### src/rtl/pixel_coord_source.sv
`default_nettype none
// ============================================================================
// Module      : pixel_coord_source
// Description : Raster-order (hcount, vcount, addr) generator with three
//               independently handshaked AXI-stream outputs.
// Revision    : 1.0 - initial release
// ============================================================================
module pixel_coord_source #(
    parameter int H_ACTIVE   = 1024,
    parameter int V_ACTIVE   = 768,
    parameter int H_WIDTH    = 11,
    parameter int V_WIDTH    = 10,
    parameter int ADDR_WIDTH = 20
) (
    input  logic                  aclk,
    input  logic                  aresetn,
    input  logic                  start,
    output logic                  busy,
    output logic                  frame_done,
    output logic [H_WIDTH-1:0]    hcount_axis_tdata,
    output logic                  hcount_axis_tvalid,
    input  logic                  hcount_axis_tready,
    output logic [V_WIDTH-1:0]    vcount_axis_tdata,
    output logic                  vcount_axis_tvalid,
    input  logic                  vcount_axis_tready,
    output logic [ADDR_WIDTH-1:0] addr_axis_tdata,
    output logic                  addr_axis_tvalid,
    input  logic                  addr_axis_tready
);

    localparam logic [H_WIDTH-1:0] H_LAST = H_WIDTH'(H_ACTIVE - 1);
    localparam logic [V_WIDTH-1:0] V_LAST = V_WIDTH'(V_ACTIVE - 1);

    typedef enum logic [0:0] {
        IDLE = 1'b0,
        RUN  = 1'b1
    } state_t;

    state_t                  state_q, state_d;
    logic [H_WIDTH-1:0]      h_q, h_d;
    logic [V_WIDTH-1:0]      v_q, v_d;
    logic [ADDR_WIDTH-1:0]   addr_q, addr_d;
    // Per-stream valid; a cleared bit in RUN means that stream was already sent.
    logic [2:0]              valid_q, valid_d;
    logic                    done_q, done_d;
    logic [2:0]              ready_vec;
    logic                    pixel_accept;
    logic                    last_pixel;

    assign ready_vec    = {addr_axis_tready, vcount_axis_tready, hcount_axis_tready};
    assign pixel_accept = (state_q == RUN) && ((~valid_q | ready_vec) == 3'b111);
    assign last_pixel   = (h_q == H_LAST) && (v_q == V_LAST);

    always_ff @(posedge aclk or negedge aresetn) begin
        if (!aresetn) begin
            state_q <= IDLE;
            h_q     <= '0;
            v_q     <= '0;
            addr_q  <= '0;
            valid_q <= '0;
            done_q  <= 1'b0;
        end else begin
            state_q <= state_d;
            h_q     <= h_d;
            v_q     <= v_d;
            addr_q  <= addr_d;
            valid_q <= valid_d;
            done_q  <= done_d;
        end
    end

    always_comb begin
        state_d = state_q;
        h_d     = h_q;
        v_d     = v_q;
        addr_d  = addr_q;
        valid_d = valid_q;
        done_d  = 1'b0;
        case (state_q)
            IDLE: begin
                valid_d = 3'b000;
                if (start) begin
                    state_d = RUN;
                    h_d     = '0;
                    v_d     = '0;
                    addr_d  = '0;
                    valid_d = 3'b111;
                end
            end
            RUN: begin
                if (pixel_accept) begin
                    if (last_pixel) begin
                        // Park counters at zero so idle tdata matches reset.
                        state_d = IDLE;
                        h_d     = '0;
                        v_d     = '0;
                        addr_d  = '0;
                        valid_d = 3'b000;
                        done_d  = 1'b1;
                    end else begin
                        valid_d = 3'b111;
                        addr_d  = addr_q + ADDR_WIDTH'(1);
                        if (h_q == H_LAST) begin
                            h_d = '0;
                            v_d = v_q + V_WIDTH'(1);
                        end else begin
                            h_d = h_q + H_WIDTH'(1);
                        end
                    end
                end else begin
                    valid_d = valid_q & ~ready_vec;
                end
            end
            default: begin
                state_d = IDLE;
                valid_d = 3'b000;
            end
        endcase
    end

    assign busy               = (state_q == RUN);
    assign frame_done         = done_q;
    assign hcount_axis_tdata  = h_q;
    assign vcount_axis_tdata  = v_q;
    assign addr_axis_tdata    = addr_q;
    assign hcount_axis_tvalid = valid_q[0];
    assign vcount_axis_tvalid = valid_q[1];
    assign addr_axis_tvalid   = valid_q[2];

endmodule
`default_nettype wire

### config.mk
export PLATFORM = sky130hd
export DESIGN_NAME = pixel_coord_source
export DESIGN_NICKNAME = d
export VERILOG_FILES = /design/src/rtl/pixel_coord_source.sv
export SDC_FILE = /design/constraint.sdc
export NUM_CORES = 1
export LEC_CHECK = 0
export BUFFER_PORTS_ARGS = -buffer_cell sky130_fd_sc_hd__buf_2
export CAP_MARGIN = 15
export CORE_UTILIZATION = 45
export DETAILED_ROUTE_END_ITERATION = 10
export GPL_ROUTABILITY_DRIVEN = 0
export PLACE_DENSITY = 0.69
export SLEW_MARGIN = 20
export SYNTH_ARGS = -nofsm -noshare
export SYNTH_HDL_FRONTEND = slang
export SYNTH_SLANG_ARGS = --single-unit
### constraint.sdc
create_clock -name aclk -period 3.3 [get_ports aclk]
set_clock_uncertainty 0.05 [all_clocks]
set_input_delay 0.165 -clock aclk [delete_from_list [all_inputs] [get_ports aclk]]
set_output_delay 0.165 -clock aclk [all_outputs]
set_load 0.005 [all_outputs]
# After elaboration in Yosys (flattened, before gate mapping)
# Index checks and enable logic that the tools add are counted.
[word_totals] elab_cells=49 in_bits=6 output_inout_bits=46 ff_bits=46
[classes] n_reduce_logical=4 bitwise_logic=5 n_eq_ne=6 n_addsub=3 n_mux=25
[ops] cell="two-way mux 20 bit" count=3
[ops] cell="two-way mux 11 bit" count=4
[ops] cell="two-way mux 10 bit" count=4
[ops] cell="case mux 20 bit (2 select lines)" count=1
[ops] cell="case mux 11 bit (2 select lines)" count=1
[ops] cell="adder 20 x 1 -> 20 bit, second input constant" count=1
[ops] cell="case mux 10 bit (2 select lines)" count=1
[ops] cell="adder 11 x 1 -> 11 bit, second input constant" count=1
[ops] cell="== test 11 x 10 -> 1 bit, second input constant" count=1
[ops] cell="adder 10 x 1 -> 10 bit, second input constant" count=1
[ops] cell="== test 10 bit, second input constant" count=1
[ops] cell="two-way mux 3 bit" count=3
[ops] cell="two-way mux 1 bit" count=6
[ops] cell="NOT 3 bit" count=2
[ops] cell="case mux 3 bit (2 select lines)" count=1
[ops] cell="AND 3 bit" count=1
[ops] cell="== test 3 bit, second input constant" count=1
[ops] cell="!= test 3 x 1 -> 1 bit, second input constant" count=1
[ops] cell="OR 3 bit" count=1
[ops] cell="AND reduction 3 bit" count=1
[ops] cell="logical AND 1 bit" count=2
[ops] cell="!= test 2 x 1 -> 1 bit, second input constant" count=1
[ops] cell="!= test 2 bit, second input constant" count=1
[ops] cell="case mux 1 bit (2 select lines)" count=1
[ops] cell="2 further kinds" count=2

# Longest topological paths before layout
# Gate-level depths: netlist of the first run.
[logic_depth] word_depth=6 mapped_depth=7 ltp_nobuf=6

# Least setup slack after synthesis of the first run
# Ideal clock, no wire load.
[synth_path] path_kind="register to register" start="reg v_q[0] (netlist: vcount_axis_tdata[0])" end="reg addr_q[3] (netlist: addr_axis_tdata[3])" arrival_time_ns=1.842 period_less_slack_ns=2.019 setup_slack_ns=1.281 n_path_buf=1 path_stages_with_launch=8 cell_sequence="dfrtp_1 > ha_1 > nand4_1 > nor4b_4 > a21oi_4 > buf_6 > a22oi_1 > o21ai_1"
[synth_via] elab_chain_len=5
[synth_lines] element="start, declared" line_no="41" rtl="logic [V_WIDTH-1:0] v_q, v_d;"
[synth_lines] element="start signal, assigned" line_no="65" rtl="v_q <= v_d;"
[synth_lines] element="== test 10 bit" line_no="52" rtl="assign last_pixel = (h_q == H_LAST) && (v_q == V_LAST);"
[synth_lines] element="logical AND 1 bit" line_no="52"
[synth_lines] element="two-way mux 20 bit" line_no="92" rtl="if (last_pixel) begin"
[synth_lines] element="two-way mux 20 bit" line_no="91" rtl="if (pixel_accept) begin"
[synth_lines] element="case mux 20 bit (2 select lines)" line_no="79" rtl="case (state_q)"
[synth_lines] element="end signal, assigned" line_no="66" rtl="addr_q <= addr_d;"
[synth_lines] element="end, declared" line_no="42" rtl="logic [ADDR_WIDTH-1:0] addr_q, addr_d;"
# Every way passes these cells. The select of a mux whose other input is x is not followed.
# A chain may end at the register's enable or synchronous reset.

# Worst setup path after layout of the first run
[layout_path] start="reg v_q[0] (netlist: vcount_axis_tdata[0])" end="reg addr_q[2] (netlist: addr_axis_tdata[2])"
# The elaborated chain is that of the path after synthesis.

==> results of run 1 <==
[state kept, by name, indices dropped and copies added, names as in the netlist]
register / flops
busy: 1
hcount_axis_tdata: 11
vcount_axis_tdata: 10
frame_done: 1
valid_q: 3
addr_axis_tdata: 20
[cell families after synthesis]
group	after synthesis	share of synthesized area
buf+inv	16	0.0297
flops	46	0.441
fa+ha+maj	3	0.0144
mux	6	0.0235
compound gates	88	0.212
simple gates	134	0.279
[worst paths after layout]
check | from | endpoint | slack [ns] | depth (start not counted)
worst max-delay path | vcount_axis_tdata[0] | addr_axis_tdata[2] | 0.91 | 6
worst min-delay path | hcount_axis_tready | valid_q[0] | 0.17 | 3
worst max register to register | vcount_axis_tdata[0] | addr_axis_tdata[2] | 0.91 | 6
worst min register to register | addr_axis_tdata[17] | addr_axis_tdata[17] | 0.44 | 1
max in group asynchronous | aresetn | addr_axis_tdata[16] | 2.45 | 2
min in group asynchronous | aresetn | addr_axis_tdata[4] | 0.35 | 2
[worst max-delay path: stages (launching register included)]
cell and delay (ns):
sky130_fd_sc_hd__dfrtp_1 0.44, sky130_fd_sc_hd__ha_1 0.26, sky130_fd_sc_hd__nand4_1 0.18, sky130_fd_sc_hd__nor4b_4 0.60
sky130_fd_sc_hd__nand2_2 0.40, sky130_fd_sc_hd__a21oi_1 0.24, sky130_fd_sc_hd__o21ai_0 0.10
[power groups by stage]
stage	clock [W]	sequential [W]	combinational (W)
floorplan	0	0.000848	0.000403
global placement	0	0.000860	0.000619
detailed placement	0	0.000870	0.000633
CTS	0.000337	0.000859	0.000636
global route	0.000361	0.000886	0.000718
finish	0.000325	0.000860	0.000633
[area by class of cell]
cell class                      instances  area, um^2  share of cell area
Tap cell                               72        90.1              0.0299
Multi-Input combinational cell        231        1380               0.459
Inverter                                5        18.8             0.00623
Clock inverter                          2        10.0             0.00332
Timing Repair Buffer                   55         290              0.0963
Sequential cell                        46        1150               0.382
Clock buffer                            5        68.8              0.0228
[routing by layer]
layer | vias to the layer above | share of wire
met5 | - | 0
met4 | 0 | 0.0069
met3 | 4 | 0.045
met2 | 79 | 0.48
met1 | 1212 | 0.47
li1 | 1197 | -
[synth_stat cells (2+ instances only)]
| library cell | n | area (um^2) |
|---|---|---|
| sky130_fd_sc_hd__a21o_1 | 2 | 15.0 |
| sky130_fd_sc_hd__a21oi_1 | 22 | 110 |
| sky130_fd_sc_hd__a22oi_1 | 5 | 37.5 |
| sky130_fd_sc_hd__a22oi_2 | 4 | 50.1 |
| sky130_fd_sc_hd__a31oi_1 | 12 | 75.1 |
| sky130_fd_sc_hd__and2_1 | 3 | 18.8 |
| sky130_fd_sc_hd__and3_1 | 4 | 25.0 |
| sky130_fd_sc_hd__buf_2 | 2 | 10.0 |
| sky130_fd_sc_hd__buf_6 | 2 | 22.5 |
| sky130_fd_sc_hd__clkbuf_1 | 7 | 26.3 |
| sky130_fd_sc_hd__dfrtp_1 | 46 | 1150 |
| sky130_fd_sc_hd__ha_1 | 3 | 37.5 |
| sky130_fd_sc_hd__inv_1 | 5 | 18.8 |
| sky130_fd_sc_hd__mux2i_1 | 5 | 50.1 |
| sky130_fd_sc_hd__nand2_1 | 39 | 146 |
| sky130_fd_sc_hd__nand2_2 | 2 | 12.5 |
| sky130_fd_sc_hd__nand2b_1 | 5 | 31.3 |
| sky130_fd_sc_hd__nand3_1 | 17 | 85.1 |
| sky130_fd_sc_hd__nand3_2 | 2 | 20.0 |
| sky130_fd_sc_hd__nand3b_1 | 5 | 37.5 |
| sky130_fd_sc_hd__nand4_1 | 10 | 62.6 |
| sky130_fd_sc_hd__nor2_1 | 20 | 75.1 |
| sky130_fd_sc_hd__nor3_1 | 8 | 40.0 |
| sky130_fd_sc_hd__nor4_1 | 3 | 18.8 |
| sky130_fd_sc_hd__nor4_2 | 3 | 37.5 |
| sky130_fd_sc_hd__o211ai_1 | 2 | 15.0 |
| sky130_fd_sc_hd__o21ai_0 | 23 | 115 |
| sky130_fd_sc_hd__o21ai_1 | 7 | 35.0 |
| sky130_fd_sc_hd__or2_2 | 3 | 18.8 |
| sky130_fd_sc_hd__or3_1 | 2 | 12.5 |
[through the flow]
stage	std cells	hold WS [ns]	worst slack, ns
6_report	416	0.174	0.906
5_1_grt	416	0.186	0.706
3_5_place_dp	408	0.350	0.937
4_1_cts	415	0.0277	0.903
3_3_place_gp	408	0.341	1.02
2_1_floorplan	293	-0.181	1.28
[timing repair]
item / in CTS / in global routing
hold buffers: 0 / 1
hold endpoints to repair: 0 / 46
setup buffers: 0 / 0
==> results summary, run 1 <==
The run finished with clean final reports. The total clock sinks is 46. The clock network power share came out at 0.179.

Of the total power, combinational logic draws 0.348. The total routed wirelength came out at 6360 um. The post-route fraction of the period consumed by the critical path came out at 0.725. STA classifies the critical path endpoint as a flip-flop. The most heavily used metal layer in global routing is met2. Entering global routing, the biggest net connects 47 pins. The total count of hold-check failures in the final report came out at 0. The global-route met2 utilization came out at 0.354. The final layout net count came out at 353. Setup violations remaining at the end of the flow were counted as 0. The number of max-slew violations in the final report is 0. The post-synthesis net count is between 300 and 400.

The layout overhead on the synthesized area came out at 15.4%. The initial core utilization is 0.471. The post-synthesis async set-or-reset flop share is 1.00. The maximum vdd drop is 0.210 mV. The number of antenna violations at the first check in global routing came to 0. Once placement finished, the instance area stood at roughly 0.0029 mm^2. For this run, the leading register cell type out of synthesis is sky130_fd_sc_hd__dfrtp_1. After floorplanning, the core was divided into 27 placement rows. A synthesized cell averages between 8 and 9 um^2. The number of flops mapped to enable cells by yosys came out at 0. During synthesis, Yosys emitted a total of 0 warnings. The buffer depth of the longest clock path came out at 2. The count of input and output buffers is 51.

The via count of the first global-routing pass is 2253. The proportion of layout cells with a drive suffix above 1 came out at 0.241. For this run, the total global-route usage over all layers was measured as 0.222.

The DRC violation count after routing is 0. Setup total negative slack on the finished layout was measured at 0 ns. Synthesis inferred 46 register bits. The final core utilization is 0.544. Clock-pin slew was measured on the worst setup and hold paths at 0.08 ns. The library cells used most frequently in the layout, excluding fill and tap cells, are 50 x sky130_fd_sc_hd__buf_2, 46 x sky130_fd_sc_hd__dfrtp_1, 39 x sky130_fd_sc_hd__nand2_1.

Of the total power, registers draw 0.473. Setup repair after global routing left no endpoint under its margin. The vertical die dimension is 78.2 um.

The first detailed-routing pass took 4 iterations. For this run, global-route usage on met3 was measured as 0.0430. Dividing the detail-routed via count by the number of cells gives 5.99. Once detailed placement completed, the half-perimeter wirelength came to 4410 um.

Of the synthesized area, sequential elements account for 0.441. The remaining number of nets flagged by the antenna check after routing came out at 0. The source-to-sink clock delay at the later pin of the worst-skew pair is 0.29 ns. At the worst endpoint, the required time is 3.42 ns. The number of buffers inserted during clock tree synthesis is 5. The data arrival time at the worst-slack endpoint came out at 2.52 ns. The classification of the worst setup path is reg2reg. The share of total power consumed by net switching is 0.400. For this design the static power due to leakage is 1.38 nW.

The finished cells cover 0.00301 mm^2. The count of distinct cell types in the synthesized netlist is 50. The master cell of the clock root buffer is sky130_fd_sc_hd__clkbuf_8. The largest fanout on the critical path is 17. The wire length of the first global-routing pass is 10700 um.

The net switching power of the design came out at 0.000727 W. The final global-route overflow total is 0. Power comes to 0.00182 W.

The worst-case headroom to the max-slew limit is 0.509. The number of filler cells placed in the layout came out at 506. The horizontal die dimension came out at between 70 and 80 um.

Cell internal power was estimated by the tool at around 0.0011 W. The average wire per standard cell is around 15 um. The type of element launching the critical path is a flip-flop. CTS built an H-tree with a depth of 2. The number of I/O pins is 52. The clock period could shrink to 2.39 ns.

The antenna cell count came out at 0. The number of instances in the synthesized netlist is 293. The total via count in the routed design is 2492. The met1 capacity usage during global routing came out at 0.306. In this run, post-CTS repair resized a total of 0 instances. The leading cell type in the layout, fill and taps excluded is sky130_fd_sc_hd__buf_2. In this run the worst hold path is classified as in2reg. The clock tree from TritonCTS is done.

The floorplan die area came out at 0.00611 mm^2. The detailed router finished its first iteration with 135 violations. The total of max-cap violations came out at 0. In this run the standard cell core region covers 0.00554 mm^2. The highest attainable clock frequency is 0.418 GHz. The mapped cell area is 0.00261 mm^2. Dividing total power by cell area gives a power density of between 600 and 700 mW/mm^2. The pin slew with the least headroom to its limit came out at 0.733 ns.
Note: power is estimated with default switching activity, not from simulation.
==> run 2, diff against run 1 <==
==> constraint.sdc (replaced) <==
create_clock -name aclk -period 2.29 [get_ports aclk]
set_clock_uncertainty 0.05 [all_clocks]
set_input_delay 0.1145 -clock aclk [delete_from_list [all_inputs] [get_ports aclk]]
set_output_delay 0.1145 -clock aclk [all_outputs]
set_load 0.005 [all_outputs]
==> run 2 against run 1 <==
  * Combinational power increased by 50%
  * Die area unchanged
  * Non-clock buffer count increased by 10
  * Critical path type unchanged
  * Largest power group unchanged
==> results summary, run 2 (synthesis gave the netlist of run 1 again) <==
The final global-route overflow total is 0 (unchanged). The total routed wirelength is 6460 um (was 6360 um). The antenna cell count came to 0 (unchanged). The data arrival time at the worst-slack endpoint is 2.24 ns (was 2.52 ns). The via count of the first global-routing pass is 2281 (was 2253). The leading cell type in the layout, fill and taps excluded is sky130_fd_sc_hd__buf_2 (unchanged). The total via count in the routed design is 2501 (was 2492). The number of buffers inserted during clock tree synthesis came out at 5 (unchanged). The horizontal die dimension came out at 78.2 um (unchanged). Cell chain of the critical path: ha_1 > nand3_2 > nor4_2 > buf_4 > a21oi_4 > a31oi_1 > a31oi_1 (was ha_1 > nand4_1 > nor4b_4 > nand2_2 > a21oi_1 > o21ai_0). The number of max-slew violations in the final report is 0 (unchanged). The final HPWL from detailed placement came out at 4570 um (was 4410 um). The total of max-cap violations is 0 (unchanged). The post-route fraction of the period consumed by the critical path is 0.905 (was 0.725).

The cell with the largest stage delay on the worst path is sky130_fd_sc_hd__a21oi_4 (was sky130_fd_sc_hd__nor4b_4). The number of antenna violations at the first check in global routing came out at 0 (unchanged). The master cell of the clock root buffer is sky130_fd_sc_hd__clkbuf_8 (unchanged). The count of input and output buffers is 51 (unchanged). The vertical die dimension is 78.2 um (unchanged).

The pin slew with the least headroom to its limit is 0.680 ns (was 0.733 ns). The proportion of layout cells with a drive suffix above 1 was 0.262 (was 0.241). The total met2 wirelength after detailed routing came out at 2960 um (was 3060 um). The data required time of the worst path is 2.45 ns (was 3.42 ns). The type of element launching the critical path is a flip-flop (unchanged). The total global-route track usage is 0.224 (was 0.222).

The final critical-path required period was 2.07 ns (was 2.39 ns). The remaining number of nets flagged by the antenna check after routing is 0 (unchanged). The length of the first detailed-routing pass in iterations came out at 4 (unchanged). The clock tree from TritonCTS was done (unchanged).

The violation count after the first detailed-routing iteration came to 184 (was 135). The final core utilization came out at 0.559 (was 0.544). The area of the core is 0.00554 mm^2 (unchanged).

The total clock sinks was 46 (unchanged). The storage element area is 0.00115 mm^2 (unchanged). Run status: finished, final reports clean (unchanged). The count of standard-cell rows is 27 (unchanged). The initial core utilization is 0.471 (unchanged). The DRC violation count after routing came to 0 (unchanged).

The longest individual stage delay on the worst path is 0.50 ns (was 0.60 ns). The source-to-sink clock delay at the later pin of the worst-skew pair is 0.30 ns (was 0.29 ns). The critical path endpoint category is a flip-flop (unchanged). The maximum vdd drop came out at 0.354 mV (was 0.210 mV). Unrepaired setup endpoints after global routing: false (unchanged). The floorplan die area came out at 0.00611 mm^2 (unchanged). The classification of the worst setup path is reg2reg (unchanged). The top metal layer carrying routed signals is met4 (unchanged). The highest attainable clock frequency came to 0.483 GHz (was 0.418 GHz). The number of flip-flops under the largest register name came out at 20 (unchanged). The number of cells in the finished layout apart from fillers came out at 427 (was 416).

The largest fanout on the critical path came out at 19 (was 17). The number of filler cells placed in the layout is 509 (was 506). The number of placed instances with taps included was 418 (was 408). The number of H-tree levels was 2 (unchanged).

The number of I/O pins is 52 (unchanged). The buffer depth of the longest clock path was 2 (unchanged). The layout overhead on the synthesized area is 18.7% (was 15.4%).

The largest net degree at the start of global routing is 30 (was 47). The count of buffer and inverter cells on the critical path is 1 (was 0). Commonest cells after routing, fill and taps aside: 51 x sky130_fd_sc_hd__buf_2, 46 x sky130_fd_sc_hd__dfrtp_1, 39 x sky130_fd_sc_hd__nand2_1 (was 50 x sky130_fd_sc_hd__buf_2, 46 x sky130_fd_sc_hd__dfrtp_1, 39 x sky130_fd_sc_hd__nand2_1).

The final layout net count is 363 (was 353). The wire length on met3 came out at 301 um (was 285 um). The post-CTS clock slew at the launch and capture registers of the worst setup and hold paths is 0.09 ns (was 0.08 ns). The setup TNS after final layout is 0 ns (unchanged). The class of the most critical hold timing path is in2reg (unchanged). The wire length of the first global-routing pass came out at 10800 um (was 10700 um).

The worst hold slack came out at 0.119 ns (was 0.174 ns). The critical path's top delay family was compound AO/OA/AOI/OAI gates (was simple AND/OR/NAND/NOR gates). The most repeated library cell on the critical path is sky130_fd_sc_hd__a31oi_1. The final count of negative-setup-slack endpoints came out at 0 (unchanged). The post-route met1 wirelength came out at 3140 um (was 2970 um).

The total area of multi-input combinational cells came out at 0.00139 mm^2 (was 0.00138 mm^2). The post-CTS setup buffer count was 0 (unchanged). The detailed-route vias per instance came out at 5.86 (was 5.99).

The static leakage is 1.43 nW (was 1.38 nW). The worst-case headroom to the max-slew limit came out at 0.545 (was 0.509). The total count of hold-check failures in the final report is 0 (unchanged).

The total power per unit cell area came out at 873 mW/mm^2 (was 604 mW/mm^2). The average wire per standard cell is 15.1 um (was 15.3 um).
## run 2: cell types whose count changed in the layout (fill, tap and decap cells not counted)
cell and delta:
sky130_fd_sc_hd__buf_4 +9, sky130_fd_sc_hd__buf_2 +1, sky130_fd_sc_hd__clkbuf_1 +1, sky130_fd_sc_hd__clkbuf_8 +1, sky130_fd_sc_hd__clkinv_2 -1, sky130_fd_sc_hd__nor2_1 +1, sky130_fd_sc_hd__nor2_2 -1, sky130_fd_sc_hd__or4_1 -1
sky130_fd_sc_hd__or4_4 +1
## run 2: worst paths after layout
| kind | slack, ns | start | endpoint | cells past startpoint |
|---|---|---|---|---|
| worst max-delay path | 0.22 | hcount_axis_tdata[0] | addr_axis_tdata[15] | 7 |
| worst min-delay path | 0.12 | hcount_axis_tready | valid_q[0] | 3 |
| worst max register to register | 0.22 | hcount_axis_tdata[0] | addr_axis_tdata[15] | 7 |
| worst min register to register | 0.43 | addr_axis_tdata[19] | addr_axis_tdata[19] | 1 |
| max in group asynchronous | 1.26 | aresetn | addr_axis_tdata[13] | 3 |
| min in group asynchronous | 0.21 | aresetn | valid_q[0] | 2 |
## run 2: cell type report
class | count | area share
clock buffers | 7 | 0.0279
multi-input cells | 231 | 0.447
repair buffers | 65 | 0.117
well taps | 72 | 0.0291
clock inverters | 1 | 0.00161
flip-flops and latches | 46 | 0.371
inverters | 5 | 0.00606
## run 2: report_power, final
| part | internal [W] | leakage (nW) | total (W) | switching [W] |
|---|---|---|---|---|
| Clock | 0.000244 | 0.0482 | 0.000521 | 0.000276 |
| Sequential | 0.000986 | 0.567 | 0.00123 | 0.000247 |
| Combinational | 0.000407 | 0.818 | 0.000952 | 0.000545 |
| Total | 0.00164 | 1.43 | 0.00271 | 0.00107 |
## run 2: repair_timing
item,CTS,global route
hold buffers,1,0
resized for setup,0,1
endpoints found under the setup margin,0,5
endpoints found under the hold margin,17,0
## run 2: tightest hold or removal path: cells and delay by family
kind,cells,cell delay (ns)
simple gates,1,0.15
compound gates,1,0.09
buf+inv,1,0.07
## run 2: per-stage QoR
step | setup slack, ns | power, W | instance area (um^2)
finish | 0.219 | 0.00271 | 3100
detailed placement | 0.121 | 0.00220 | 2990
CTS | 0.0983 | 0.00272 | 3100
floorplan | 0.271 | 0.00180 | 2610
global route | 0.0377 | 0.00290 | 3100
global placement | 0.210 | 0.00216 | 2990
## run 2: layer usage
metal  up-vias  global-route usage
li1       1214                   -
met1      1200               0.318
met2        79               0.344
met3         8              0.0395
met4         0              0.0759
met5         -                   0
==> run 3, diff against run 2 <==
--- a/config.mk
+++ b/config.mk
@@ -7,10 +7,10 @@
 export LEC_CHECK = 0
 export BUFFER_PORTS_ARGS = -buffer_cell sky130_fd_sc_hd__buf_2
 export CAP_MARGIN = 15
-export CORE_UTILIZATION = 45
+export CORE_UTILIZATION = 47
 export DETAILED_ROUTE_END_ITERATION = 10
 export GPL_ROUTABILITY_DRIVEN = 0
-export PLACE_DENSITY = 0.69
+export PLACE_DENSITY = 0.72
 export SLEW_MARGIN = 20
 export SYNTH_ARGS = -nofsm -noshare
 export SYNTH_HDL_FRONTEND = slang
==> run 3 against run 2 <==
  * Clock power shrank 9.4%
  * Non-clock buffer count shrank 1
  * Flip-flop and latch count is the same
  * Final area shrank 0.20%
  * Combinational power grew 0.5%
  * Critical endpoint is now vcount_axis_tdata[9]
  * Fmax shrank 1.3%
  * Worst setup slack lost 0.027 ns
==> results summary, run 3 (synthesis gave the netlist of run 1 again) <==
The antenna cell count came out at 0 (unchanged). The number of H-tree levels is 2 (unchanged). The count of standard-cell rows is 26 (was 27).

The final global-route overflow total is 0 (unchanged). The final layout net count came out at 362 (was 363). The number of max-slew violations in the final report came out at 0 (unchanged).

The highest attainable clock frequency is 0.477 GHz (was 0.483 GHz). The wire length of the first global-routing pass is 11500 um (was 10800 um). The final core utilization came to 0.591 (was 0.559). The proportion of layout cells with a drive suffix above 1 came out at 0.261 (was 0.262).

The floorplan die area came out at 0.00586 mm^2 (was 0.00611 mm^2). The total power per unit cell area is 863 mW/mm^2 (was 873 mW/mm^2). The total routed wirelength came to 6550 um (was 6460 um). The cell-internal power is 0.00160 W (was 0.00164 W).

The data required time of the worst path came to 2.43 ns (was 2.45 ns). The count of input and output buffers is 51 (unchanged). The net switching power of the design is 0.00107 W (about the same). The critical path endpoint category is a flip-flop (unchanged).

The horizontal die dimension came out at 76.5 um (was 78.2 um). The clock network power share came out at 0.177 (was 0.192). The combinational fraction of design power is 0.359 (was 0.352). The remaining number of nets flagged by the antenna check after routing came to 0 (unchanged).

The initial core utilization was 0.498 (was 0.471). The worst-case headroom to the max-slew limit is 0.487 (was 0.545). The DRC violation count after routing is 0 (unchanged). The static leakage is 1.44 nW (was 1.43 nW). The final critical-path required period is 2.10 ns (was 2.07 ns). The vertical die dimension is 76.5 um (was 78.2 um). The largest fanout on the critical path is 6 (was 19). Unrepaired setup endpoints after global routing: false (unchanged). The total via count in the routed design is 2526 (was 2501). The share of total power consumed by net switching is 0.401 (was 0.395). The number of buffers inserted during clock tree synthesis came out at 5 (unchanged). The power share of the sequential group came out at 0.465 (was 0.456). The final count of negative-setup-slack endpoints came out at 0 (unchanged). Commonest cells after routing, fill and taps aside: 51 x sky130_fd_sc_hd__buf_2, 46 x sky130_fd_sc_hd__dfrtp_1, 39 x sky130_fd_sc_hd__nand2_1 (unchanged). Run status: finished, final reports clean (unchanged). The number of I/O pins is 52 (unchanged).

The total of max-cap violations came out at 0 (unchanged). The classification of the worst setup path is reg2reg (unchanged). The pin slew with the least headroom to its limit came out at 0.769 ns (was 0.680 ns).

The type of element launching the critical path is a flip-flop (unchanged). The buffer depth of the longest clock path came out at 2 (unchanged). The area of the core came to 0.00524 mm^2 (was 0.00554 mm^2).

The violation count after the first detailed-routing iteration is 182 (was 184). The total power draw came out at 0.00267 W (was 0.00271 W). The largest net degree at the start of global routing came out at 32 (was 30). The source-to-sink clock delay at the later pin of the worst-skew pair came out at 0.29 ns (was 0.30 ns). The total count of hold-check failures in the final report is 0 (unchanged).

The post-route fraction of the period consumed by the critical path came out at 0.916 (was 0.905). The layout overhead on the synthesized area is 18.5% (was 18.7%). The maximum vdd drop came to 0.274 mV (was 0.354 mV). The total clock sinks is 46 (unchanged).

The number of flip-flops under the largest register name came to 20 (unchanged). The master cell of the clock root buffer is sky130_fd_sc_hd__clkbuf_8 (unchanged). The total global-route track usage came out at 0.244 (was 0.224). The setup TNS after final layout came to 0 ns (unchanged). The average wire per standard cell is 15.5 um (was 15.1 um). The data arrival time at the worst-slack endpoint is 2.24 ns (about the same). The placed cell area was 0.00298 mm^2 (was 0.00299 mm^2). The number of filler cells placed in the layout was 479 (was 509).

The clock tree from TritonCTS is done (unchanged). The via count of the first global-routing pass is 2466 (was 2281). The length of the first detailed-routing pass in iterations was 4 (unchanged). The final standard cell area without fillers is 0.00309 mm^2 (was 0.00310 mm^2). The post-CTS clock slew at the launch and capture registers of the worst setup and hold paths came out at 0.08 ns (was 0.09 ns).

The number of antenna violations at the first check in global routing is 0 (unchanged). The final HPWL from detailed placement is 4550 um (was 4570 um). The leading cell type in the layout, fill and taps excluded is sky130_fd_sc_hd__buf_2 (unchanged). The class of the most critical hold timing path is in2reg (unchanged). The detailed-route vias per instance came to 5.97 (was 5.86).
## run 3: cell types whose count changed in the layout (fill, tap and decap cells not counted)
cell                       change
sky130_fd_sc_hd__nor2_1        -2
sky130_fd_sc_hd__nor4_4        +1
sky130_fd_sc_hd__clkbuf_8      -1
sky130_fd_sc_hd__nand2_4       +1
sky130_fd_sc_hd__clkbuf_1      +1
sky130_fd_sc_hd__buf_4         -1
sky130_fd_sc_hd__nor4_2        -1
sky130_fd_sc_hd__nand2_2       -1
sky130_fd_sc_hd__clkinv_2      -1
sky130_fd_sc_hd__nor2_2        +2
## run 3: power groups by stage
stage | Combinational, W | Clock [W] | Sequential, W
6_report | 0.000957 | 0.000472 | 0.00124
5_1_grt | 0.00108 | 0.000519 | 0.00128
4_1_cts | 0.000947 | 0.000480 | 0.00124
3_5_place_dp | 0.000944 | 0 | 0.00125
3_3_place_gp | 0.000914 | 0 | 0.00124
2_1_floorplan | 0.000580 | 0 | 0.00122
## run 3: final timing paths
| check | depth (start not counted) | end | slack, ns | start |
|---|---|---|---|---|
| worst min-delay path | 3 | valid_q[0] | 0.12 | hcount_axis_tready |
| worst max register to register | 8 | vcount_axis_tdata[9] | 0.19 | vcount_axis_tdata[0] |
| worst max-delay path | 8 | vcount_axis_tdata[9] | 0.19 | vcount_axis_tdata[0] |
| min in group asynchronous | 3 | vcount_axis_tdata[1] | 0.28 | aresetn |
| worst min register to register | 1 | addr_axis_tdata[19] | 0.43 | addr_axis_tdata[19] |
| max in group asynchronous | 3 | hcount_axis_tdata[10] | 1.65 | aresetn |
## run 3: final cells by class
type | count | area, um^2 | area share
well taps | 70 | 87.6 | 0.0283
clock buffers | 7 | 76.3 | 0.0247
repair buffers | 64 | 355 | 0.115
flip-flops and latches | 46 | 1150 | 0.372
inverters | 5 | 18.8 | 0.00607
multi-input cells | 231 | 1400 | 0.454
## run 3: worst max-delay path, stage by stage (launching register included)
cell	delay, ns
sky130_fd_sc_hd__dfrtp_1	0.44
sky130_fd_sc_hd__ha_1	0.28
sky130_fd_sc_hd__nand4_1	0.19
sky130_fd_sc_hd__nor4b_4	0.30
sky130_fd_sc_hd__buf_4	0.20
sky130_fd_sc_hd__buf_4	0.16
sky130_fd_sc_hd__nor3_4	0.06
sky130_fd_sc_hd__a21o_1	0.16
sky130_fd_sc_hd__a21o_1	0.17
## run 3: stage by stage
stage          setup slack (ns)  instances  hold WS, ns
2_1_floorplan             0.271        293       -0.231
3_3_place_gp              0.143        414       0.0669
3_5_place_dp              0.127        414       0.0749
4_1_cts                   0.120        422        0.117
5_1_grt                  0.0187        423        0.143
6_report                  0.192        423        0.120
## run 3: timing repair
item / 4_1_cts / 5_1_grt
buffers inserted: 0 / 1
hold buffers: 1 / 0
gates resized for setup: 0 / 4
endpoints found under the setup margin: 0 / 14
hold endpoints to repair: 46 / 0
## run 3: routing by layer
| metal | GRT usage | vias to the layer above | part of all wire |
|---|---|---|---|
| li1 | - | 1205 | - |
| met1 | 0.323 | 1210 | 0.46 |
| met2 | 0.392 | 98 | 0.47 |
| met3 | 0.0479 | 13 | 0.058 |
| met4 | 0.0942 | 0 | 0.014 |
| met5 | 0 | - | 0 |
